===== config.mk =====
export PLATFORM = sky130hd
export DESIGN_NAME = amstrad_mem_arbiter
export DESIGN_NICKNAME = d
export VERILOG_FILES = /design/src/rtl/amstrad_arb_pkg.sv /design/src/rtl/amstrad_mem_arbiter_starve.sv /design/src/rtl/amstrad_mem_arbiter.sv
export SDC_FILE = /design/constraint.sdc
export NUM_CORES = 1
export LEC_CHECK = 0
export BUFFER_PORTS_ARGS = -buffer_cell sky130_fd_sc_hd__buf_2
export CAP_MARGIN = 20
export CORE_ASPECT_RATIO = 2
export CORE_MARGIN = 4
export CORE_UTILIZATION = 39
export DETAILED_ROUTE_END_ITERATION = 10
export GPL_TIMING_DRIVEN = 0
export PLACE_DENSITY = 0.67
export SLEW_MARGIN = 15
export SYNTH_ARGS = -nofsm -noshare
export SYNTH_HDL_FRONTEND = slang
export SYNTH_SLANG_ARGS = --single-unit

===== constraint.sdc =====
create_clock -name clk -period 1.8 [get_ports clk]
set_input_delay 0.18 -clock clk [delete_from_list [all_inputs] [get_ports clk]]
set_output_delay 0.18 -clock clk [all_outputs]
set_load 0.02 [all_outputs]

===== src/rtl/amstrad_arb_pkg.sv =====
// Shared types and defaults for the Amstrad memory arbiter.
// Owner/state enums plus default latency and starvation limits.
package amstrad_arb_pkg;

   typedef enum logic [1:0] {
      OWN_NONE,
      OWN_VID,
      OWN_CPU,
      OWN_DMA
   } owner_e;

   typedef enum logic {
      ST_IDLE,
      ST_ACC
   } state_e;

   localparam int LAT_DEF    = 2;
   localparam int STARVE_DEF = 64;
   localparam int AW_DEF     = 23;

endpackage


===== src/rtl/amstrad_mem_arbiter_starve.sv =====
// DMA starvation timer: saturating wait counter and boost flag.
// Ports: clk, reset, dma_req, dma_own, dma_ack in; boosted out.
module arb_starve_timer
   import amstrad_arb_pkg::*;
#(
   parameter int STARVE = STARVE_DEF
) (
   input  logic clk,
   input  logic reset,
   input  logic dma_req,
   input  logic dma_own,
   input  logic dma_ack,
   output logic boosted
);

   logic [7:0] count;

   always_ff @(posedge clk) begin
      if (reset) begin
         count <= '0;
      end else if (!dma_req || dma_ack) begin
         count <= '0;
      end else if (!dma_own && count != 8'hFF) begin
         count <= count + 8'd1;
      end
   end

   assign boosted = (count >= 8'(STARVE));

endmodule


===== src/rtl/amstrad_mem_arbiter.sv =====
// Shares one memory port between video, Z80 CPU and loader DMA.
// Ports: clk/reset; vid_*, cpu_*, dma_* requesters; mem_* memory
// side. Build macro ARB_STATS_EN adds stats_clr and cpu_wait_cnt.
module amstrad_mem_arbiter
   import amstrad_arb_pkg::*;
#(
   parameter int LAT    = LAT_DEF,
   parameter int STARVE = STARVE_DEF,
   parameter int AW     = AW_DEF
) (
   input  logic          clk,
   input  logic          reset,
   input  logic          vid_req,
   input  logic [AW-1:0] vid_addr,
   output logic [15:0]   vid_data,
   output logic          vid_valid,
   input  logic          cpu_rd,
   input  logic          cpu_wr,
   input  logic [AW-1:0] cpu_addr,
   input  logic [7:0]    cpu_din,
   output logic [7:0]    cpu_dout,
   output logic          cpu_ack,
   input  logic          dma_req,
   input  logic          dma_we,
   input  logic [AW-1:0] dma_addr,
   input  logic [7:0]    dma_din,
   output logic [7:0]    dma_dout,
   output logic          dma_ack,
   output logic [AW-1:0] mem_addr,
   output logic          mem_rd,
   output logic          mem_we,
   output logic [7:0]    mem_wdata,
   input  logic [15:0]   mem_dout
`ifdef ARB_STATS_EN
   ,
   input  logic          stats_clr,
   output logic [15:0]   cpu_wait_cnt
`endif
);

   state_e     state;
   owner_e     owner;
   owner_e     grant;
   logic [2:0] cnt;
   logic       is_wr;
   logic       cpu_served;
   logic       boosted;
   logic       cpu_req;
   logic       cpu_elig;
   logic       dma_elig;
   logic [7:0] rd_byte;

   assign cpu_req  = cpu_rd | cpu_wr;
   assign cpu_elig = cpu_req & ~cpu_served;
   // dma_req is still high in the ack cycle; don't grant it again
   assign dma_elig = dma_req & ~dma_ack;
   assign rd_byte  = mem_addr[0] ? mem_dout[15:8] : mem_dout[7:0];

   arb_starve_timer #(
      .STARVE(STARVE)
   ) u_starve (
      .clk    (clk),
      .reset  (reset),
      .dma_req(dma_req),
      .dma_own(owner == OWN_DMA),
      .dma_ack(dma_ack),
      .boosted(boosted)
   );

   always_comb begin
      grant = OWN_NONE;
      priority case (1'b1)
         vid_req:             grant = OWN_VID;
         dma_elig && boosted: grant = OWN_DMA;
         cpu_elig:            grant = OWN_CPU;
         dma_elig:            grant = OWN_DMA;
         default:             grant = OWN_NONE;
      endcase
   end

   always_ff @(posedge clk) begin
      if (reset) begin
         state      <= ST_IDLE;
         owner      <= OWN_NONE;
         cnt        <= '0;
         is_wr      <= 1'b0;
         cpu_served <= 1'b0;
         mem_addr   <= '0;
         mem_rd     <= 1'b0;
         mem_we     <= 1'b0;
         mem_wdata  <= '0;
         vid_data   <= '0;
         vid_valid  <= 1'b0;
         cpu_dout   <= '0;
         cpu_ack    <= 1'b0;
         dma_dout   <= '0;
         dma_ack    <= 1'b0;
      end else begin
         mem_rd    <= 1'b0;
         mem_we    <= 1'b0;
         vid_valid <= 1'b0;
         cpu_ack   <= 1'b0;
         dma_ack   <= 1'b0;
         // one access per Z80 cycle: served until the bus goes idle
         if (!cpu_req) cpu_served <= 1'b0;
         unique case (state)
            ST_IDLE: begin
               if (grant != OWN_NONE) begin
                  owner <= grant;
                  state <= ST_ACC;
                  cnt   <= '0;
                  case (grant)
                     OWN_VID: begin
                        mem_addr <= vid_addr & ~AW'(1);
                        is_wr    <= 1'b0;
                        mem_rd   <= 1'b1;
                     end
                     OWN_CPU: begin
                        mem_addr  <= cpu_addr;
                        is_wr     <= cpu_wr;
                        mem_rd    <= ~cpu_wr;
                        mem_we    <= cpu_wr;
                        mem_wdata <= cpu_din;
                     end
                     OWN_DMA: begin
                        mem_addr  <= dma_addr;
                        is_wr     <= dma_we;
                        mem_rd    <= ~dma_we;
                        mem_we    <= dma_we;
                        mem_wdata <= dma_din;
                     end
                     default: ;
                  endcase
               end
            end
            ST_ACC: begin
               if (cnt == 3'(LAT - 1)) begin
                  state <= ST_IDLE;
                  owner <= OWN_NONE;
                  case (owner)
                     OWN_VID: begin
                        vid_valid <= 1'b1;
                        vid_data  <= mem_dout;
                     end
                     OWN_CPU: begin
                        cpu_ack <= 1'b1;
                        if (cpu_req) cpu_served <= 1'b1;
                        if (!is_wr) cpu_dout <= rd_byte;
                     end
                     OWN_DMA: begin
                        dma_ack <= 1'b1;
                        if (!is_wr) dma_dout <= rd_byte;
                     end
                     default: ;
                  endcase
               end else begin
                  cnt <= cnt + 3'd1;
               end
            end
         endcase
      end
   end

`ifdef ARB_STATS_EN
   // waiting excludes the CPU's own grant and access cycles
   logic cpu_wait;
   assign cpu_wait = cpu_elig && owner != OWN_CPU &&
                     !(state == ST_IDLE && grant == OWN_CPU);

   always_ff @(posedge clk) begin
      if (reset || stats_clr) begin
         cpu_wait_cnt <= '0;
      end else if (cpu_wait && cpu_wait_cnt != 16'hFFFF) begin
         cpu_wait_cnt <= cpu_wait_cnt + 16'd1;
      end
   end
`endif

endmodule


==> flow_summary.yaml <==
layout:
  fin_area_sq_um: 5020
  final_cells: 714
  syn2layout_area_growth_pct: 37.4
  nNetsFinal: 718
  diodes: 0
  layout-drive-gt1-share: 0.369
  final_util: 0.553
  nFillCells: 840
logic_synthesis:
  synth.largest_area_cell: "dfxtp_1"
  avgSynthCellArea_sq_um: 8.74
  synth_edf_count: 0
  ys_seq_area_frac: 0.460
  netlist_area_sq_um: 3650
  synth_cell_types: 43
  ys_top_cells_by_area: "dfxtp_1, a21oi_1, nand2_1"
  synth_top_cell_area_share: 0.460
  ys_seq_elements: 84
  syn-num-nets: 529
  synth-main-ff-cell: "dfxtp_1"
  synthArstFlopShare: 0
  synth_warnings: 0
  synthCells: 418
routing:
  drt_wl_total_microns: 12100
  num_vias: 3857
  viasPerCell: 5.40
  ant_nets: 0
  drt_iter0_markers: 122
  drt-wirelength-per-cell_microns: 16.9
  drc: 0
  drt_pass1_iterations: 4
placement:
  dpl.cell_count: 693
  pre_cts_ws_ns: -0.0513
  dp_hpwl_microns: 9470
  placed_cell_area_sq_um: 4650
  routabilityCongestion: 0.894
  io_buffer_count: 173
worst_setup_path:
  r2r_setup_slack_ns: 0.11
  cp-end-kind: "flop"
  critPathBufInv: 1
  rr_endpoint: "mem_wdata[7]"
  cpMaxStageDelayCell: "a211oi_4"
  crit_path_cell_trace: "o21bai_2 -> a211oi_4 -> buf_2 -> o21ai_0 -> a21oi_1"
  start_kind: "flop"
  crit_end: "mem_wdata[7]"
  worstSetupStartpoint: "cpu_served"
  r2r-start: "cpu_served"
  reg2reg_depth: 5
  worstPathMaxFanout: 10
  critical_path_arrival_ns: 1.95
  crit_cells: 5
  slowest_delay_ns: 0.45
  path_class: "flop to flop"
  cp_top_family: "compound AO/OA/AOI/OAI gates"
  cp.required_ns: 2.06
timing:
  skew_ns: 0.00698
  relSlewSlack: 0.550
  setup_ws_ns: 0.109
  finalMaxSlewViolations: 0
  finalCritPeriodShare: 0.939
  worst_pin_slew_ns: 0.675
  fmax_ghz: 0.591
  final-hold-violation-count: 0
  finalSetupViolCount: 0
  fin_crit_ns: 1.69
power_and_ir_drop:
  p_per_area_nw_per_um2: 916
  ir_drop_uv: 547
  fin_total_pwr_uw: 4600
  p_leak_uw: 0.00220
die:
  ioPinCount: 176
  initial_utilization: 0.403
  dieArea_sq_um: 11100
  die-height_microns: 145
  core-area_sq_um: 9070
  die-width_microns: 76.4
  row_count: 49
clocking:
  root_buffer: "clkbuf_16"
  clock_path_buffers: 2
  cts_htree_levels: 3
  cts_tree: "done"
  cts_buffers: 9
  cts_sinks: 84
  worst_skew_pair.late_latency_ns: 0.33
  path_clk_slew_ns: 0.06
grt:
  grt_pass1_vias: 3782
  antenna_found_initial: 0
  grt_pass1_wl_microns: 18400
  grt_start_max_net_pins: 14
  globalRouteOverflowTotal: 0
  grt_use_total: 0.209
status:
  outcome: "finished, final reports clean"
worst_hold_path:
  hold_class: "input port to flop"
job:
  maxCapViolations: 0
==> kinds of logic after synthesis <==
| family | Yosys count | share of synthesized area |
|---|---|---|
| AO/OA/AOI/OAI | 147 | 0.262 |
| XOR/XNOR | 3 | 0.00720 |
| multiplexers | 19 | 0.0521 |
| AND/OR/NAND/NOR | 127 | 0.159 |
| flip-flops | 84 | 0.460 |
| buffers and inverters | 35 | 0.0490 |
| adder cells (fa/ha/maj) | 3 | 0.0103 |
==> area by class of cell <==
| type | count | area (sq um) | area share |
|---|---|---|---|
| clock inverter | 5 | 75.1 | 0.0150 |
| clock buffer | 11 | 243 | 0.0484 |
| buffer | 29 | 158 | 0.0314 |
| tap | 102 | 128 | 0.0254 |
| sequential | 84 | 1680 | 0.335 |
| inverter | 5 | 18.8 | 0.00374 |
| multi-input combinational | 299 | 1800 | 0.359 |
| timing repair buffer | 179 | 911 | 0.182 |
==> cells in the mapped netlist (all sizes together), types with 2 or more instances <==
cell    number
a211oi      19
a21oi       58
a221oi      21
a31oi        4
and3         2
buf         17
clkbuf      13
dfxtp       84
ha           3
inv          5
mux2i       19
nand2       61
nand2b       6
nand3        4
nand3b       4
nand4        4
nor2        31
nor2b        3
nor3         6
o21ai       36
o41ai        2
or2          2
or3          2
xor2         2
==> worst reg2reg max path, delay by kind of cell (launching register included) <==
family,cells,cell delay [ns]
AOI/OAI and AO/OA,4,0.97
buffers and inverters,1,0.32
DFF,1,0.33
==> cell usage in the layout (no fill, tap or decap), types with 4 or more instances in the layout <==
master and count:
clkbuf_1 11, a221oi_1 21, nand2b_1 6, nand4_1 4, o21ai_0 36, inv_1 5
dfxtp_1 83, nand3b_1 4, nand2_1 61, nand3_1 4, nor2_1 30, clkbuf_16 9
buf_4 9, buf_2 183, nor3_1 4, mux2i_1 19, a21oi_1 58, a211oi_1 16
==> timing repair <==
item / CTS / global route
pin swaps: 0 / 2
setup buffers: 0 / 6
endpoints found under the setup margin: 10 / 14
gates resized for setup: 2 / 3
hold buffers: 0 / 0
cloned: 0 / 0
==> registers in the layout, summed over array words and instances, names as in the netlist, 2 cells and up <==
register / count
cnt: 3
dma_dout: 8
mem_wdata: 8
u_starve.count: 8
owner: 2
vid_data: 16
cpu_dout: 8
mem_addr: 23
==> per-stage QoR <==
stage	hold WS, ns	TNS (ns)
after floorplan	0.314	0
after global placement	0.424	-0.0763
after detailed placement	0.428	-0.420
after CTS	0.0727	0
after global routing	0.0821	-0.00277
final	0.0794	0
==> metal layers <==
metal | up-vias | wire, microns | global-route usage
li1 | 1886 | - | -
met1 | 1796 | 4370 | 0.216
met2 | 159 | 6670 | 0.394
met3 | 16 | 729 | 0.0458
met4 | 0 | 325 | 0.108
met5 | - | 0 | 0
==> power by group <==
part / internal (uW) / switching [uW] / leakage, uW
registers: 1940 / 43.2 / 0.000686
clock network: 1250 / 698 / 0.000159
logic: 260 / 408 / 0.00135
total: 3450 / 1150 / 0.00220
==> worst min path at each step <==
stage,cells after the start,from,endpoint,slack [ns]
2_1_floorplan,2,dma_addr[15],mem_addr[15],0.31
3_3_place_gp,3,dma_addr[20],mem_addr[20],0.42
3_5_place_dp,3,dma_addr[3],mem_addr[3],0.43
4_1_cts,3,dma_addr[3],mem_addr[3],0.07
5_1_grt,3,dma_addr[3],mem_addr[3],0.08
6_report,3,dma_addr[3],mem_addr[3],0.08
Note: power is estimated with default switching activity, not from simulation.
